==> config.mk <==
export PLATFORM = sky130hd
export DESIGN_NAME = pc_fetch_control
export DESIGN_NICKNAME = d
export VERILOG_FILES = /design/src/rtl/pc_fetch_control.sv
export SDC_FILE = /design/constraint.sdc
export NUM_CORES = 1
export LEC_CHECK = 0
export ABC_CLOCK_PERIOD_IN_PS = 4900
export CAP_MARGIN = 20
export CORE_MARGIN = 4
export CORE_UTILIZATION = 35
export CTS_CLUSTER_DIAMETER = 120
export DETAILED_ROUTE_END_ITERATION = 8
export PLACE_DENSITY = 0.66
export SLEW_MARGIN = 30
export SYNTH_ARGS = -nofsm -noshare
export SYNTH_HDL_FRONTEND = slang
export SYNTH_SLANG_ARGS = --single-unit
export TNS_END_PERCENT = 30
==> constraint.sdc <==
create_clock -name Clock -period 4.9 [get_ports Clock]
set_input_delay 0.735 -clock Clock [delete_from_list [all_inputs] [get_ports Clock]]
set_output_delay 0.735 -clock Clock [all_outputs]
set_load 0.005 [all_outputs]
==> src/rtl/pc_fetch_control.sv <==
// Fetch-side PC sequencer: issues instruction requests, fills the IF/DEC register,
// and applies branch-unit redirects, holds and flushes.
typedef struct packed {
  logic        flush;
  logic        hold;
  logic        branch;
  logic        bypass;
  logic [31:0] PCnext;
  logic [31:0] PCcurrent;
} branching_out_t;

module pc_fetch_control #(
  parameter logic [31:0] RESET_PC = 32'h0000_0000
) (
  input  logic           Clock,
  input  logic           nReset,
  input  branching_out_t branching_out,
  output logic [31:0]    imemAddr,
  output logic           imemReq,
  input  logic           imemReady,
  input  logic [31:0]    imemRdata,
  output logic [31:0]    PCIF,
  output logic [31:0]    PCDEC,
  output logic [31:0]    instrDEC,
  output logic           validDEC,
  output logic           targetMisaligned
);

  typedef enum logic [1:0] {RUN, WAIT_MEM, DISCARD} state_t;

  state_t      state_q, state_d;
  logic [31:0] pc_q, pc_d;
  logic [31:0] pcdec_q, pcdec_d;
  logic [31:0] instr_q, instr_d;
  logic        valid_q, valid_d;

  logic        exe_redirect, dec_redirect, redirect, flush_only, hold_only;
  logic        fetch_done;
  logic [31:0] target_raw, target;

  // Event decode; a bare flush outranks a hold since it kills DEC anyway.
  always_comb begin
    exe_redirect = branching_out.flush & (branching_out.bypass | branching_out.branch);
    dec_redirect = ~branching_out.flush & branching_out.branch;
    redirect     = exe_redirect | dec_redirect;
    flush_only   = branching_out.flush & ~branching_out.bypass & ~branching_out.branch;
    hold_only    = branching_out.hold & ~branching_out.flush & ~branching_out.branch;
    if (branching_out.bypass) begin
      target_raw = {branching_out.PCnext[31:1], 1'b0};
    end else begin
      target_raw = branching_out.PCcurrent + branching_out.PCnext;
    end
    target = {target_raw[31:2], 2'b00};
  end

  always_ff @(posedge Clock or negedge nReset) begin
    if (!nReset) begin
      state_q <= RUN;
    end else begin
      state_q <= state_d;
    end
  end

  // A redirect with the request still outstanding must swallow the stale response.
  always_comb begin
    state_d = state_q;
    unique case (state_q)
      RUN, WAIT_MEM: begin
        if (imemReady)     state_d = RUN;
        else if (redirect) state_d = DISCARD;
        else               state_d = WAIT_MEM;
      end
      DISCARD: begin
        if (imemReady) state_d = RUN;
      end
      default: state_d = RUN;
    endcase
  end

  always_comb begin
    imemReq          = nReset & (state_q != DISCARD);
    fetch_done       = imemReq & imemReady;
    targetMisaligned = nReset & redirect & (target_raw[1:0] != 2'b00);
  end

  always_comb begin
    pc_d    = pc_q;
    pcdec_d = pcdec_q;
    instr_d = instr_q;
    valid_d = valid_q;
    if (redirect) begin
      pc_d    = target;
      valid_d = 1'b0;
    end else if (flush_only) begin
      valid_d = 1'b0;
    end else if (!hold_only) begin
      valid_d = 1'b0;
      if (fetch_done) begin
        pc_d    = pc_q + 32'd4;
        pcdec_d = pc_q;
        instr_d = imemRdata;
        valid_d = 1'b1;
      end
    end
  end

  always_ff @(posedge Clock or negedge nReset) begin
    if (!nReset) begin
      pc_q    <= RESET_PC;
      pcdec_q <= 32'h0;
      instr_q <= 32'h0;
      valid_q <= 1'b0;
    end else begin
      pc_q    <= pc_d;
      pcdec_q <= pcdec_d;
      instr_q <= instr_d;
      valid_q <= valid_d;
    end
  end

  assign imemAddr = pc_q;
  assign PCIF     = pc_q;
  assign PCDEC    = pcdec_q;
  assign instrDEC = instr_q;
  assign validDEC = valid_q;

endmodule

# After elaboration in Yosys (flattened, before gate mapping)
# Cells that the tools add are included.
# totals
ff_bits	99
in_bits	103
out_inout_bits	131
word_cells	51
# classes
n_addsub	2
n_eq_ne	7
muxes	13
n_bitwise	18
n_reduce_logical	6
# ops
cell	count
two-way mux 32 bit	5
adder 32 x 3 -> 32 bit (second input constant)	1
adder 32 bit	1
AND 1 bit	10
!= test 2 bit (second input constant)	4
two-way mux 2 bit	3
inverter 1 bit	6
two-way mux 1 bit	4
one-hot mux 2 bit (2 select lines)	1
AND reduction 4 bit	1
nonzero test 2 bit	2
!= test 3 bit (second input constant)	1
AND reduction 3 bit	1
== test 2 x 1 -> 1 bit (second input constant)	1
== test 2 bit (second input constant)	1
zero test 2 bit	1
bitwise OR 1 bit	2
OR reduction 2 bit	1

# Depth between registers and ports, before layout
# Gate-level depths: netlist of run 1.
# depth
ltp_word	7
ltp_mapped	11
ltp_nobuf	11

# Least setup slack after synthesis of run 1
# No wires, ideal clock.
# synth_path
path_kind	input to register
startpoint	input port branching_out[0] (netlist bit)
endpoint	register pc_q[28] (netlist: PCIF[28])
setup_time_ps	128
arrival_ps	2941
required_ps	4772
path_slack_ps	1831
path_stages	11
n_path_buf	0
path_cell_list	ha_1 > fa_1 > a211oi_1 > nor2_1 > o311ai_2 > nand3_1 > o21ai_1 > o21ai_1 > a311oi_1 > xor2_1 > o21ai_1
# synth_between
elab_chain_cells	3
# synth_rtl
item	line_no	text
start, declared	17	input branching_out_t branching_out,
adder 32 bit	51	target_raw = branching_out.PCcurrent + branching_out.PCnext;
two-way mux 32 bit	48	if (branching_out.bypass) begin
two-way mux 32 bit	91	if (redirect) begin
end signal, assigned	114	pc_q <= pc_d;
end, declared	32	logic [31:0] pc_q, pc_d;
# No other way between the ends.
# A chain may end at the register's enable or synchronous reset.

# Worst setup path after layout of run 1
# layout_path
startpoint	input port branching_out[0] (netlist bit)
endpoint	output port targetMisaligned
# layout_between
elab_chain_cells	4
# layout_rtl
item	line_no	text
adder 32 bit	51	
two-way mux 32 bit	48	
nonzero test 2 bit	83	targetMisaligned = nReset & redirect & (target_raw[1:0] != 2'b00);
AND 1 bit	83	
end, declared	26	output logic targetMisaligned
# No other way between the ends.

==> results_dict.tcl, run 1 <==
set metrics [dict create \
    run_status "complete, no violations" \
    slew_headroom_pct 46.6 \
    iter_0_drt_violations 303 \
    wl_met3_um 1280 \
    global_route_wire_length_before_repair_um 29800 \
    worstPathRequired_ns 4.16 \
    worst_skew_pair.late_latency_ns 0.34 \
    tritoncts_clock_tree "done" \
    grt_use_total_pct 18.5 \
    instances_no_fill 1065 \
    post-route-min-period_ns 3.42 \
    synth-compound-area-share_pct 16.3 \
    cts-hold-fix-buffers 0 \
    power.combinational.fraction_pct 37.4 \
    postSynthAreaPerCell_um2 9.75 \
    layout.cells.most_common "sky130_fd_sc_hd__clkdlybuf4s50_1" \
    synth_edf_count 0 \
    chip_height_um 142 \
    wire_per_inst_um 17.9 \
    cp-end-kind "output pin" \
    multi_input_comb_area_um2 3550 \
    share_seq_of_total_power_pct 38.3 \
    setup_total_negative_slack_ns 0 \
    design.portCount 234 \
    cellLeakagePower_nw 3.64 \
    fmax_mhz 292 \
    cts-buffers-inserted 9 \
    finish.net_count 970 \
    mappedNetlistArea_um2 6300 \
    initial_core_util_pct 36.0 \
    yosys.area_share.adder_pct 6.68 \
    yosys.area_share.simple_pct 14.4 \
    r2r_setup_slk_ns 2.41 \
    number_of_setup_violations_in_the_final_report 0 \
    design.core.area_um2 17500 \
    power.internal_mw 2.08 \
    synth_top_family_by_area "compound AO/OA/AOI/OAI gates" \
    clkPwrFrac_pct 24.3 \
    filler_cell_count 1680 \
    hpwl_um 15400 \
    num_vias 5538 \
    post_synth_inst_count 646 \
    detailed_routing_wirelength_on_met1_um 8690 \
    met2_wirelength_um 8890 \
    worst_tran_pin_value_ns 0.801 \
    post-route-drc-count 0 \
    std_cell_rows 48 \
    buffer_ports.inserted 227 \
    yosys.area_share.xor_xnor_pct 6.40 \
    detail_route.vias_per_cell 5.20 \
    floorplan.die_area_um2 20200 \
    netSwitchingFraction_pct 29.5 \
    cap_viol_max_count 0 \
    cts_repair_resize_count 0 \
    route.top_layer_used "met4" \
    grt_overflow_total 0 \
    proportion_of_synthesized_chip_area_in_sequential_cells_pct 37.8 \
    final_cell_mix "sky130_fd_sc_hd__clkdlybuf4s50_1 (225), sky130_fd_sc_hd__dfrtp_1 (95), sky130_fd_sc_hd__mux2_2 (63), sky130_fd_sc_hd__a21oi_1 (45), sky130_fd_sc_hd__nand2_1 (43)" \
    reg2reg_from "state_q[1]" \
    synth.mux.area_fraction_pct 12.1 \
    synth.ff_latch_count 95 \
    power.density_cell_area_nw_per_um2 333 \
    reg2reg_depth 9 \
    grt_pass1_vias 5506 \
    drt-pass1-iter-count 5 \
    layout-drive-gt1-share_pct 12.4 \
    finalClockSkew_ns 0.00859 \
    worst-setup-path-type "in2out" \
    cts_root_buf "sky130_fd_sc_hd__clkbuf_16" \
    worstPathArrival_ns 2.69 \
    place_area_um2 8550 \
    clock_tree.buffer_depth 2 \
    power.net_switching_uw 871 \
    rsz_0062_raised_after_global_routing "no" \
    worstPathMaxFanout 2 \
    grt_max_degree 68 \
    htree_levels 3 \
    totalWireLength_um 19100 \
    synth.distinct_cells 65 \
    synth_top_flop_cell "sky130_fd_sc_hd__dfrtp_1" \
    postLayoutCellArea_um2 8860 \
    syn_to_final_growth_pct 40.7 \
    critical_path.endpoint "targetMisaligned" \
    timing.final.crit_share_pct 69.9 \
    whs_ns 0.327 \
    postRouteAntennaNets 0 \
    cts.sinks 95 \
    critical_path.startpoint "branching_out[0]" \
    finalHoldViolCount 0 \
    r2r-end "PCIF[25]" \
    die_width_um 142 \
    slew_violations 0 \
    antenna_violations_before_repair 1 \
    ir_worst_vdd_v 0.000188 \
    globalplace.congestion 0.876 \
    asyncSetResetFlopFracSynth_pct 100 \
    layout.area.seq_um2 2380 \
    setup.worst_path.start_class "input port" \
    post-cts-setup-buffer-count 0 \
    post-place-cells 1048 \
    holdCritPathClass "in2async" \
    yosysWarningCount 0 \
    clk_transition_reported_paths_ns 0.07 \
]
[power by group through the flow]
stage | combinational, mW | sequential (mW) | clock (mW)
after floorplan | 0.480 | 1.12 | 0
after global placement | 1.11 | 1.14 | 0
after detailed placement | 1.11 | 1.15 | 0
after CTS | 1.12 | 1.13 | 0.734
after global routing | 1.20 | 1.16 | 0.759
final | 1.10 | 1.13 | 0.717
[cell usage after synthesis, types with 7 or more instances]
| library cell | n | area share (%) |
|---|---|---|
| sky130_fd_sc_hd__o21ai_0 | 22 | 1.7 |
| sky130_fd_sc_hd__nor2_1 | 40 | 2.4 |
| sky130_fd_sc_hd__nand2b_1 | 7 | 0.70 |
| sky130_fd_sc_hd__dfrtp_1 | 95 | 38 |
| sky130_fd_sc_hd__a21oi_1 | 46 | 3.7 |
| sky130_fd_sc_hd__a21o_1 | 9 | 1.1 |
| sky130_fd_sc_hd__nand3_1 | 23 | 1.8 |
| sky130_fd_sc_hd__clkbuf_1 | 21 | 1.3 |
| sky130_fd_sc_hd__mux2_2 | 63 | 11 |
| sky130_fd_sc_hd__buf_4 | 36 | 4.3 |
| sky130_fd_sc_hd__nand4_1 | 11 | 1.1 |
| sky130_fd_sc_hd__and3_1 | 12 | 1.2 |
| sky130_fd_sc_hd__ha_1 | 32 | 6.4 |
| sky130_fd_sc_hd__inv_1 | 8 | 0.48 |
| sky130_fd_sc_hd__xnor2_1 | 21 | 2.9 |
| sky130_fd_sc_hd__xor2_1 | 25 | 3.5 |
| sky130_fd_sc_hd__nand2_1 | 43 | 2.6 |
| sky130_fd_sc_hd__a31oi_1 | 10 | 0.99 |
| sky130_fd_sc_hd__a211oi_1 | 13 | 1.6 |
| sky130_fd_sc_hd__o21ai_1 | 14 | 1.1 |
| sky130_fd_sc_hd__nor3_1 | 7 | 0.56 |
[state kept, by name, summed over array words and instances, names as in the netlist]
| register | flops |
|---|---|
| PCDEC | 30 |
| instrDEC | 32 |
| PCIF | 30 |
| validDEC | 1 |
| state_q | 2 |
[critical path: stages]
cell and delay [ns]:
sky130_fd_sc_hd__clkdlybuf4s50_1 0.40, sky130_fd_sc_hd__ha_1 0.23, sky130_fd_sc_hd__fa_1 0.43, sky130_fd_sc_hd__or3_1 0.31, sky130_fd_sc_hd__o2111a_1 0.15, sky130_fd_sc_hd__clkdlybuf4s50_1 0.44
[through the flow]
| stage | power (mW) | util, % | setup slack, ns |
|---|---|---|---|
| 2_1_floorplan | 1.60 | - | 1.83 |
| 4_1_cts | 2.98 | 50.7 | 1.46 |
| 3_5_place_dp | 2.26 | 48.9 | 1.11 |
| 5_1_grt | 3.12 | 50.7 | 1.27 |
| 6_report | 2.95 | 50.7 | 1.48 |
| 3_3_place_gp | 2.25 | 48.9 | 1.17 |
[cell type report]
| cell class | count | share of cell area (%) |
|---|---|---|
| multi-input combinational | 487 | 40.1 |
| tap | 225 | 3.18 |
| clock buffer | 10 | 2.70 |
| sequential | 95 | 26.8 |
| antenna | 1 | 0.0282 |
| timing repair buffer | 233 | 26.1 |
| inverter | 8 | 0.339 |
| clock inverter | 6 | 0.762 |
[routing by layer]
layer | track usage (%) | up-vias
li1 | - | 2699
met1 | 25.8 | 2598
met2 | 30.4 | 226
met3 | 2.02 | 15
met4 | 5.25 | 0
met5 | 0 | -
[cell families after synthesis]
kind of cell             count (synthesis)
XOR/XNOR                                46
multiplexers                            68
adder cells (fa/ha/maj)                 33
AND/OR/NAND/NOR                        177
AO/OA/AOI/OAI                          157
buffers and inverters                   69
other                                    1
flip-flops                              95
[how the worst min path moves through the flow]
stage,slack [ns],start,endpoint
after floorplan,0.43,state_q[1],state_q[0]
after global placement,0.46,state_q[1],state_q[0]
after detailed placement,0.46,state_q[1],state_q[0]
after CTS,0.34,nReset,PCDEC[5]
after global routing,0.36,nReset,PCDEC[5]
final,0.33,nReset,PCDEC[5]
Note: power is estimated with default switching activity, not from simulation.
==> run 2, diff against run 1 <==
--- a/config.mk
+++ b/config.mk
@@ -5,13 +5,13 @@
 export SDC_FILE = /design/constraint.sdc
 export NUM_CORES = 1
 export LEC_CHECK = 0
-export ABC_CLOCK_PERIOD_IN_PS = 4900
+export ABC_CLOCK_PERIOD_IN_PS = 3000
 export CAP_MARGIN = 20
 export CORE_MARGIN = 4
 export CORE_UTILIZATION = 35
 export CTS_CLUSTER_DIAMETER = 120
 export DETAILED_ROUTE_END_ITERATION = 8
-export PLACE_DENSITY = 0.66
+export PLACE_DENSITY = 0.68
 export SLEW_MARGIN = 30
 export SYNTH_ARGS = -nofsm -noshare
 export SYNTH_HDL_FRONTEND = slang
==> constraint.sdc (replaced) <==
create_clock -name Clock -period 3 [get_ports Clock]
set_input_delay 0.45 -clock Clock [delete_from_list [all_inputs] [get_ports Clock]]
set_output_delay 0.45 -clock Clock [all_outputs]
set_load 0.005 [all_outputs]
==> run 2 against run 1 <==
Combinational power rose by 79%. Clock power rose by 83%. Cell area rose by 7.7%. Sequential power rose by 62%. First-iteration DRC count fell by 31%. Largest power group is now combinational logic. Core utilization rose by 3.9 points.
==> results_dict.tcl, run 2 (synthesis gave the netlist of run 1 again) <==
set metrics [dict create \
    clock_tree.buffer_depth 2 \
    initial_core_util_pct 36.0 \
    iter_0_drt_violations 208 \
    design.portCount 234 \
    antenna_violations_before_repair 0 \
    finalClockSkew_ns 0.00676 \
    grt_pass1_vias 5857 \
    cts_root_buf "sky130_fd_sc_hd__clkbuf_16" \
    cts-buffers-inserted 9 \
    worstPathArrival_ns 3.15 \
    htree_levels 3 \
    cellLeakagePower_nw 4.04 \
    cts-hold-fix-buffers 0 \
    reg2reg_depth 8 \
    wire_per_inst_um 17.4 \
    whs_ns 0.118 \
    setup_total_negative_slack_ns 0 \
    layout.cells.most_common "sky130_fd_sc_hd__clkdlybuf4s50_1" \
    ir_worst_vdd_v 0.000293 \
    tritoncts_clock_tree "done" \
    filler_cell_count 1598 \
    hpwl_um 15900 \
    totalWireLength_um 19800 \
    critPathSlowestCell "sky130_fd_sc_hd__fa_2" \
    antenna_cells 0 \
    finalHoldViolCount 0 \
    finish.net_count 1046 \
    multi_input_comb_area_um2 3610 \
    post-route-drc-count 0 \
    worst-setup-path-type "in2reg" \
    detail_route.vias_per_cell 5.17 \
    worstPathMaxFanout 3 \
    floorplan.die_area_um2 20200 \
    globalplace.congestion 0.899 \
    instances_no_fill 1140 \
    worstPathRequired_ns 3.28 \
    postLayoutCellArea_um2 9540 \
    holdCritPathClass "in2async" \
    grt_use_total_pct 19.2 \
    layout-drive-gt1-share_pct 20.8 \
    worst_tran_pin_value_ns 0.761 \
    run_status "complete, no violations" \
    timing.final.crit_share_pct 95.8 \
    grt_overflow_total 0 \
    clk_transition_reported_paths_ns 0.07 \
    std_cell_rows 48 \
    cp-end-kind "register" \
    worst_skew_pair.late_latency_ns 0.33 \
    slew_violations 0 \
    cts.sinks 95 \
    syn_to_final_growth_pct 51.5 \
    drt-pass1-iter-count 5 \
    global_route_wire_length_before_repair_um 31300 \
    cp_slowest_stage_delay_ns 0.42 \
    crit_chain "clkdlybuf4s50_1, ha_2, fa_2, a211oi_2, nor2_2, o311ai_4, nand3_2, o21ai_2, o21ai_1, a31oi_1, mux2i_1, o311a_1" \
    design.core.area_um2 17500 \
    post-route-min-period_ns 2.87 \
    power.density_cell_area_nw_per_um2 536 \
    dp_slack_ns -0.399 \
    num_vias 5892 \
    final_cell_mix "sky130_fd_sc_hd__clkdlybuf4s50_1 (225), sky130_fd_sc_hd__dfrtp_1 (95), sky130_fd_sc_hd__buf_4 (81), sky130_fd_sc_hd__mux2_2 (63), sky130_fd_sc_hd__a21oi_1 (45)" \
    largest_register_ffs 32 \
    r2r_setup_slk_ns 0.53 \
    finish.utilization_pct 54.6 \
    slew_headroom_pct 49.3 \
    setup.worst_path.start_class "input port" \
    die_width_um 142 \
    buffer_ports.inserted 227 \
    cap_viol_max_count 0 \
    place_area_um2 9120 \
    post-place-cells 1123 \
    layout.area.seq_um2 2380 \
    postRouteAntennaNets 0 \
    grt_max_degree 63 \
    post-layout-total-power_mw 5.11 \
    fmax_mhz 348 \
    fin_ws_ns 0.127 \
    chip_height_um 142 \
    number_of_setup_violations_in_the_final_report 0 \
]
run 2: area by class of cell:
cell class	instances	share of cell area, %
clock inverters	6	1.13
flip-flops and latches	95	24.9
clock buffers	10	2.51
well taps	225	2.95
multi-input cells	487	37.8
repair buffers	309	30.4
inverters	8	0.315
run 2: what timing repair did:
item                                    4_1_cts  5_1_grt
pin swaps                                     1        7
setup buffers                                 0        1
resized for setup                             0       17
endpoints found under the setup margin        3       16
run 2: layer usage:
metal  GRT usage (%)  part of all wire [%]  vias up
met5               0                     0        -
met4            6.52                   2.3        0
met3            2.89                   6.5       27
met2            31.3                    46      229
met1            26.2                    45     2776
li1                -                     -     2860
run 2: path summary, 6_finish.rpt:
check,startpoint,endpoint
max in group asynchronous,nReset,instrDEC[31]
setup / recovery,branching_out[0],PCIF[30]
setup reg to reg,PCIF[4],PCIF[31]
min in group Clock,state_q[1],state_q[0]
hold / removal,nReset,PCIF[6]
hold reg to reg,state_q[1],state_q[0]
run 2: power by group:
part	internal [mW]	switching (mW)	total [mW]	leakage (nW)
clock	0.834	0.478	1.31	0.168
sequential	1.58	0.241	1.83	1.17
combinational	1.25	0.724	1.97	2.70
run 2: critical path, delay by kind of cell:
family                   cells  cell delay [ns]
AO/OA/AOI/OAI                6             1.22
adder cells (fa/ha/maj)      2             0.62
buffers and inverters        1             0.41
AND/OR/NAND/NOR              2             0.24
multiplexers                 1             0.22
